File: src/rtl/bcd_to_bin.sv
// Sequential BCD-to-binary converter (reverse double dabble), one shift per clock.
// Optional invalid-digit check enabled by macro BCD_TO_BIN_CHECK_EN.
module bcd_to_bin #(
  parameter int DIGITS = 3,
  parameter int BIN_W  = 10
) (
  input  logic                  clk,
  input  logic                  rst,
  input  logic                  in_valid,
  output logic                  in_ready,
  input  logic [4*DIGITS-1:0]   bcd_in,
  output logic                  out_valid,
  input  logic                  out_ready,
  output logic [BIN_W-1:0]      bin_out,
  output logic                  err
);

  localparam int CW = (BIN_W > 1) ? $clog2(BIN_W) : 1;

  typedef enum logic [1:0] {IDLE, CONV, HOLD} state_t;

  state_t                state_q, state_d;
  logic [4*DIGITS-1:0]   bcd_q;
  logic [BIN_W-1:0]      bin_q;
  logic [CW-1:0]         cnt_q;
  logic [4*DIGITS-1:0]   sh_bcd;
  logic [4*DIGITS-1:0]   corr_bcd;
  logic [BIN_W-1:0]      sh_bin;
  logic                  load;
  logic                  bad_digit;

  // One reverse-dabble step: shift {bcd,bin} right, then fix digits that reached 8+.
  always_comb begin
    sh_bin   = {bcd_q[0], bin_q[BIN_W-1:1]};
    sh_bcd   = {1'b0, bcd_q[4*DIGITS-1:1]};
    corr_bcd = sh_bcd;
    for (int i = 0; i < DIGITS; i++) begin
      if (sh_bcd[4*i +: 4] >= 4'd8)
        corr_bcd[4*i +: 4] = sh_bcd[4*i +: 4] - 4'd3;
    end
  end

`ifdef BCD_TO_BIN_CHECK_EN
  always_comb begin
    bad_digit = 1'b0;
    for (int i = 0; i < DIGITS; i++) begin
      if (bcd_in[4*i +: 4] > 4'd9)
        bad_digit = 1'b1;
    end
  end
`else
  assign bad_digit = 1'b0;
`endif

  always_ff @(posedge clk) begin
    if (rst) state_q <= IDLE;
    else     state_q <= state_d;
  end

  always_comb begin
    state_d   = state_q;
    in_ready  = (state_q == IDLE);
    out_valid = (state_q == HOLD);
    load      = 1'b0;
    case (state_q)
      IDLE: begin
        if (in_valid) begin
          load    = 1'b1;
          state_d = bad_digit ? HOLD : CONV;
        end
      end
      CONV: begin
        if (cnt_q == '0) state_d = HOLD;
      end
      HOLD: begin
        if (out_ready) state_d = IDLE;
      end
      default: state_d = IDLE;
    endcase
  end

  always_ff @(posedge clk) begin
    if (rst) begin
      bcd_q <= '0;
      bin_q <= '0;
      cnt_q <= '0;
    end else if (load) begin
      bcd_q <= bcd_in;
      bin_q <= '0;
      cnt_q <= CW'(BIN_W - 1);
    end else if (state_q == CONV) begin
      bcd_q <= corr_bcd;
      bin_q <= sh_bin;
      if (cnt_q != '0) cnt_q <= cnt_q - 1'b1;
    end
  end

`ifdef BCD_TO_BIN_CHECK_EN
  logic err_q;
  always_ff @(posedge clk) begin
    if (rst)       err_q <= 1'b0;
    else if (load) err_q <= bad_digit;
  end
  assign err = err_q;
`else
  assign err = 1'b0;
`endif

  assign bin_out = bin_q;

endmodule

File: config.mk
export PLATFORM = sky130hd
export DESIGN_NAME = bcd_to_bin
export DESIGN_NICKNAME = d
export VERILOG_FILES = /design/src/rtl/bcd_to_bin.sv
export SDC_FILE = /design/constraint.sdc
export NUM_CORES = 1
export LEC_CHECK = 0
export CORE_MARGIN = 10
export CORE_UTILIZATION = 25
export CTS_CLUSTER_SIZE = 30
export DETAILED_ROUTE_END_ITERATION = 10
export HOLD_SLACK_MARGIN = 0.05
export SYNTH_ARGS = -nofsm -noshare
export SYNTH_HDL_FRONTEND = slang
export SYNTH_SLANG_ARGS = --single-unit
File: constraint.sdc
create_clock -name clk -period 2.15 [get_ports clk]
set_input_delay 0.43 -clock clk [delete_from_list [all_inputs] [get_ports clk]]
set_output_delay 0.43 -clock clk [all_outputs]
set_load 0.05 [all_outputs]
# After elaboration in Yosys (flattened, before gate mapping)
# Index checks and enable logic that the tools add are counted.
# word_totals
reg_bits,28
out_inout_bits,13
# classes
muxes,13
n_reduce_logical,9
n_lt_le_gt_ge,2
eq_ne,5
addsub,3
# op_table
op,n
2-to-1 mux 12 bit,2
2-to-1 mux 4 bit,5
greater-or-equal comparator 4 bit (second input constant),2
subtractor 4 x 2 -> 4 bit (second input constant),2
2-to-1 mux 2 bit,3
one-hot mux 2 bit (3 select lines),1
logical NOT 4 bit,1
!= test 2 bit (second input constant),2
AND reduction 2 bit,2
nonzero test 2 bit,2
nonzero test 4 bit,1
subtractor 4 x 1 -> 4 bit (second input constant),1
AND reduction 3 bit,1
== test 2 x 1 -> 1 bit (second input constant),1
== test 2 bit (second input constant),1
logical NOT 2 bit,1
2-to-1 mux 1 bit,2
!= test 2 x 1 -> 1 bit (second input constant),1
OR reduction 2 bit,1

# Logic depth before layout (Yosys ltp)
# Gate-level depths: netlist of the first run.
# depth
ltp_word,4
depth_mapped,6

# Least setup slack after synthesis of the first run
# OpenSTA, ideal clock, no wires.
# synth_path
kind,register -> register
from,register state_q[1]
to,register bcd_q[5]
arrival_ns,1.525
stages_incl_launch_ff,5
setup_slack_ns,0.495
n_path_buf,0
synth_period_minus_slack_ns,1.655
cell_sequence,dfxtp_1 > nor2_1 > nand2_1 > o22ai_1 > a211oi_1
# synth_between
elab_chain_cells,3
word_cells_on_any_way,5
# synth_lines
element,line_no,source
"start, declared",22,"state_t state_q, state_d;"
"start signal, assigned",57,else state_q <= state_d;
logical NOT 2 bit *,-,
net in_ready,10,"output logic in_ready,"
2-to-1 mux 1 bit *,65,case (state_q)
2-to-1 mux 12 bit / nonzero test 2 bit (equally long branches),-,
"end signal, assigned",88,bcd_q <= bcd_in;
"end signal, assigned",92,bcd_q <= corr_bcd;
"end, declared",23,logic [4*DIGITS-1:0] bcd_q;
# Mark *: on every way through the listed nets, which the timed path passes. The rest lies on a longest branch.
# A chain may end at the register's enable or synchronous reset.

# Worst setup path after layout of the first run
# layout_path
from,"register bin_q[9], in the netlist bin_out[9]"
to,output port bin_out[9]
# layout_rtl
element,line_no,source
"start, declared",24,logic [BIN_W-1:0] bin_q;
"start signal, assigned",93,bin_q <= sh_bin;
"end, declared",14,"output logic [BIN_W-1:0] bin_out,"
# No word-level cell between the ends.

==> impl_metrics.yaml, run 1 <==
outcome:
  outcome: "finished, final reports clean"
worst_setup_path:
  crit_chain: "clkdlybuf4s50_1"
  worstReg2RegStart: "state_q[1]$_SDFFE_PP0P_"
  crit_path_top_delay_cell: "clkdlybuf4s50_1"
  crit_end: "bin_out[9]"
  cp_num_buf_inv: 1
  reg2reg_to: "bcd_q[7]$_SDFFE_PP0P_"
  rr_worst_depth: 4
  path_class: "reg2out"
  rrSetupSlack_ps: 690
  path_delay_family: "buffers and inverters"
  path_depth: 1
  cpPeakStageDelay_ps: 820
  startpoint: "bin_out[9]$_SDFFE_PP0P_"
  cp-end-kind: "output port"
  crit_fanout: 3
  cp.arrival_ps: 1470
  crit_path_start_kind: "register"
  worstPathRequired_ps: 1720
layout:
  n_fill_cell: 560
  nets: 208
  syn2layout_area_growth_pct: 31.6
  final_util: 0.340
  design_area_um2: 1740
  regArea_um2: 561
  multi_input_area_um2: 677
  antenna_cells: 0
  layout-drive-gt1-share: 0.102
timing:
  fmax_mhz: 527
  hold_viol_final: 0
  tightestPinTransition_ps: 503
  rsz0062_at_grt: "no"
  period_share: 0.882
  period_needed_ps: 1900
  final-setup-viol-count: 0
  setup_ws_ps: 253
  drv_slew: 0
  finalClockSkew_ps: 8.52
  fin_setup_tns_ps: 0
  slew_headroom: 0.663
drt:
  drt-initial-drc-count: 52
  avgViaCountPerCell: 4.41
  drt_wl_total_um: 3060
  firstDrtPassIters: 4
  drcViolationCount: 0
  vias: 1128
  wl_per_cell_um: 11.9
  ant_nets: 0
clock_network:
  cts_buffers: 3
  path_clk_slew_ps: 100
  post-cts-setup-buffers: 0
  htree_levels: 1
  insertion_delay_ps: 270
  cts_resized: 0
  clock_sinks: 28
  hold_buffers: 0
  cts_root_buffer: "clkbuf_8"
  clk_path_buf_depth: 2
  cts_tree: "yes"
min_path:
  hold_class: "reg2reg"
synth:
  synth-xor-area-share: 0.0265
  synth.avg_cell_area_um2: 8.35
  synth_top_area_frac: 0.425
  synthAdderAreaFrac: 0.0474
  ys_ff_latch: 28
  synthCells: 158
  yosysMostFrequentCell: "nand2_1"
  synth_warnings: 0
  synth_simple_gate_area_frac: 0.228
  synth_ff_type: "dfxtp_1"
  synth_top_family_by_area: "simple AND/OR/NAND/NOR gates"
  synth_cell_type_count: 35
  synth_common_cells: "33 x nand2_1, 28 x dfxtp_1, 20 x a21oi_1, 8 x inv_1, 7 x nor2_1"
  synth-compound-area-share: 0.200
  yosysTopAreaCell: "dfxtp_1"
  mappedNetlistArea_um2: 1320
  synth_edf_count: 0
  synthMuxAreaShare: 0.00758
  synth.net_count: 179
  synth.area.top_cells: "dfxtp_1 42%, nand2_1 9.4%, a21oi_1 7.6%"
  synthArstFlopShare: 0
  yosysSeqAreaShare: 0.425
power:
  power_density_nw_per_um2: 737
  power_leakage_nw: 0.616
  swShare: 0.279
  max-vdd-ir-drop_mv: 0.425
  power_frac_clock: 0.321
  seqPwrFrac: 0.465
  p_sw_w: 0.000357
  p_comb_frac: 0.214
  intPower_w: 0.000922
place:
  placed_cell_area_um2: 1670
  io_buffers: 27
  place.gp.congestion: 0.750
  place_ws_ps: 281
  dpl.hpwl_um: 2330
global_routing:
  first_global_vias: 1124
  overflow: 0
  antenna_found_initial: 0
  grt_max_degree: 17
  grt_pass1_wl_um: 5280
  grt.total_usage: 0.0728
floorplanning:
  start_util: 0.258
  die_w_um: 92.7
  die_h_um: 92.7
  row_count: 26
  core_area_um2: 5110
  io_pins: 29
  fp.dieArea_um2: 8590
job:
  cap_violations: 0
==> sequential cells by signal (all words and copies together), names as in the netlist <==
name     count
bcd_q       12
bin_out     10
cnt_q        4
state_q      2
==> placed cells by master (no fill, tap or decap), types with 2 or more instances in the layout <==
cell,n
a22oi_1,6
a211oi_2,2
nand2_1,33
nand3_1,3
a21oi_1,20
nor2_1,7
a31oi_1,3
nor2b_1,2
xor2_1,2
nand2b_1,3
clkbuf_8,3
or2_1,2
clkdlybuf4s50_1,25
buf_4,8
o22ai_1,2
inv_1,8
dfxtp_1,28
xnor2_1,2
nor3_1,3
nand4_1,2
ha_1,5
o21ai_0,3
==> worst reg2reg max path, stage by stage, from the launching register on <==
cell      delay [ps]
dfxtp_1          480
nand2b_1         380
buf_4            270
nand3_1          100
a31oi_1          170
==> power by group through the flow <==
stage                     clock network, W  registers [W]  logic, W
after global routing              0.000444       0.000601  0.000305
after CTS                         0.000425       0.000595  0.000277
final                             0.000411       0.000595  0.000274
after detailed placement                 0       0.000607  0.000275
after global placement                   0       0.000607  0.000274
after floorplan                          0       0.000599  0.000199
==> worst min path at each step <==
stage,startpoint,endpoint,slack [ps],cells past startpoint
after floorplan,bcd_q[0]$_SDFFE_PP0P_,bin_out[9]$_SDFFE_PP0P_,430,2
after global placement,bin_out[0]$_SDFFE_PP0P_,bin_out[0]$_SDFFE_PP0P_,450,2
after detailed placement,bin_out[0]$_SDFFE_PP0P_,bin_out[0]$_SDFFE_PP0P_,450,2
after CTS,bin_out[0]$_SDFFE_PP0P_,bin_out[0]$_SDFFE_PP0P_,460,2
after global routing,bcd_q[9]$_SDFFE_PP0P_,bcd_q[9]$_SDFFE_PP0P_,480,2
final,bin_out[0]$_SDFFE_PP0P_,bin_out[0]$_SDFFE_PP0P_,460,2
==> kinds of logic (layout without fill, tap and decap cells) <==
group | after synthesis | in the layout
xor+xnor | 4 | 4
buf+inv | 17 | 45
simple gates | 61 | 61
mux | 1 | 1
fa+ha+maj | 5 | 5
other cells | 1 | 1
compound gates | 41 | 41
flops | 28 | 28
==> area by class of cell <==
class / count / area share
tap: 70 / 0.0504
clock buffer: 3 / 0.0238
clock inverter: 1 / 0.0173
sequential: 28 / 0.323
inverter: 8 / 0.0173
timing repair buffer: 33 / 0.179
multi-input combinational: 113 / 0.390
==> per-stage QoR <==
stage	total power [W]	cells	hold slack, ps
2_1_floorplan	0.000797	158	433
3_3_place_gp	0.000880	252	449
3_5_place_dp	0.000882	252	449
4_1_cts	0.00130	256	464
5_1_grt	0.00135	256	482
6_report	0.00128	256	459
==> layer usage <==
layer / global-route usage / vias up / wire length, µm
met5: 0 / - / 0
met4: 0.00771 / 0 / 14
met3: 0.0331 / 2 / 180
met2: 0.118 / 21 / 1330
met1: 0.0891 / 515 / 1530
li1: - / 590 / -
(Power assumes the default switching activity.)
==> inputs of run 2 (changes only) <==
--- a/config.mk
+++ b/config.mk
@@ -12,2 +12,4 @@
 export HOLD_SLACK_MARGIN = 0.05
+export SKIP_LAST_GASP = 1
+export SLEW_MARGIN = 20
 export SYNTH_ARGS = -nofsm -noshare
==> constraint.sdc (replaced) <==
create_clock -name clk -period 2.15 [get_ports clk]
set_input_delay 0.3225 -clock clk [delete_from_list [all_inputs] [get_ports clk]]
set_output_delay 0.3225 -clock clk [all_outputs]
set_load 0.05 [all_outputs]
==> run 2 against run 1 <==
Compared with the run above: combinational power about the same; first-iteration DRC count increased by 7.7%; final cell count decreased by 0.39%; clock-buffer cell count unchanged; fmax decreased by 6.0%; highest routed layer unchanged.
==> impl_metrics.yaml, run 2 (synthesis gave the netlist of run 1 again) <==
layout:
  nets: 207
  layoutNonFillerInstCount: 255
  largest_register_ffs: 12
  n_fill_cell: 566
  layout-drive-gt1-share: 0.0919
  antenna_cells: 0
  largest-register: "bcd_q"
  syn2layout_area_growth_pct: 31.2
  mostFrequentLayoutCell: "nand2_1"
  final_cell_mix: "33 x nand2_1, 28 x dfxtp_1, 26 x clkdlybuf4s50_1"
global_routing:
  antenna_found_initial: 0
  grt.total_usage: 0.0731
  grt_pass1_wl_um: 5290
  grt_max_degree: 17
  first_global_vias: 1088
  overflow: 0
drt:
  drt-initial-drc-count: 56
  wl_per_cell_um: 12.2
  avgViaCountPerCell: 4.43
  drcViolationCount: 0
  ant_nets: 0
  vias: 1129
  drt_wl_total_um: 3110
  firstDrtPassIters: 4
floorplanning:
  row_count: 26
  start_util: 0.258
  io_pins: 29
  fp.dieArea_um2: 8590
  core_area_um2: 5110
  die_h_um: 92.7
  die_w_um: 92.7
timing:
  slew_headroom: 0.662
  tightestPinTransition_ps: 505
  period_share: 0.938
  finalClockSkew_ps: 7.14
  rsz0062_at_grt: "no"
  final-setup-viol-count: 0
  hold_viol_final: 0
  fmax_mhz: 496
  period_needed_ps: 2020
  fin_setup_tns_ps: 0
  drv_slew: 0
clock_network:
  clock_sinks: 28
  cts_root_buffer: "clkbuf_8"
  hold_buffers: 0
  insertion_delay_ps: 280
  cts_resized: 0
  post-cts-setup-buffers: 0
  clk_path_buf_depth: 2
  cts_tree: "yes"
  htree_levels: 1
  path_clk_slew_ps: 100
  cts_buffers: 3
place:
  place.gp.congestion: 0.753
  placed_cells: 251
  dpl.hpwl_um: 2280
  io_buffers: 27
outcome:
  outcome: "finished, final reports clean"
power:
  max-vdd-ir-drop_mv: 0.336
  power_density_nw_per_um2: 741
  power_leakage_nw: 0.611
worst_setup_path:
  path_class: "reg2out"
  cp-end-kind: "output port"
  crit_path_start_kind: "register"
  worstPathRequired_ps: 1830
  cp.arrival_ps: 1690
  crit_fanout: 8
job:
  cap_violations: 0
min_path:
  hold_class: "reg2reg"
-- run 2: final cells by class --
type	instances	area, µm²	share of cell area
well taps	70	87.6	0.0506
multi-input cells	113	677	0.391
repair buffers	32	305	0.176
clock inverters	1	30.0	0.0173
flip-flops and latches	28	561	0.324
inverters	8	30.0	0.0173
clock buffers	3	41.3	0.0238
-- run 2: worst max-delay path, stage by stage (launching register included) --
cell             delay, ps
dfxtp_1                400
nor2_1                 190
clkdlybuf4s50_1        830
-- run 2: final timing paths --
kind              cells after the start  slack, ps                    start                       to
setup reg to reg                      4        630  state_q[0]$_SDFFE_PP0P_    cnt_q[3]$_SDFFE_PP0P_
hold reg to reg                       2        460    bcd_q[0]$_SDFFE_PP0P_  bin_out[9]$_SDFFE_PP0P_
setup / recovery                      2        130  state_q[1]$_SDFFE_PP0P_                 in_ready
hold / removal                        2        460    bcd_q[0]$_SDFFE_PP0P_  bin_out[9]$_SDFFE_PP0P_
-- run 2: per-layer routing --
layer | part of all wire | vias up | GRT usage
met1 | 0.49 | 514 | 0.0909
li1 | - | 586 | -
met5 | 0 | - | 0
met3 | 0.063 | 2 | 0.0299
met4 | 0.0058 | 0 | 0.0154
met2 | 0.45 | 27 | 0.116
-- run 2: power breakdown --
group          switching (W)  internal (W)
logic               0.000156      0.000118
registers          0.0000401      0.000554
clock network       0.000166      0.000249
-- run 2: stage by stage --
stage	hold slack, ps	total power [W]	setup WS, ps	utilization	cell area (µm²)
after floorplan	433	0.000797	495	-	1320
after global placement	446	0.000878	312	0.325	1660
after detailed placement	452	0.000879	252	0.325	1660
after CTS	460	0.00130	115	0.339	1730
after global routing	481	0.00136	66.6	0.339	1730
final	460	0.00128	133	0.339	1730
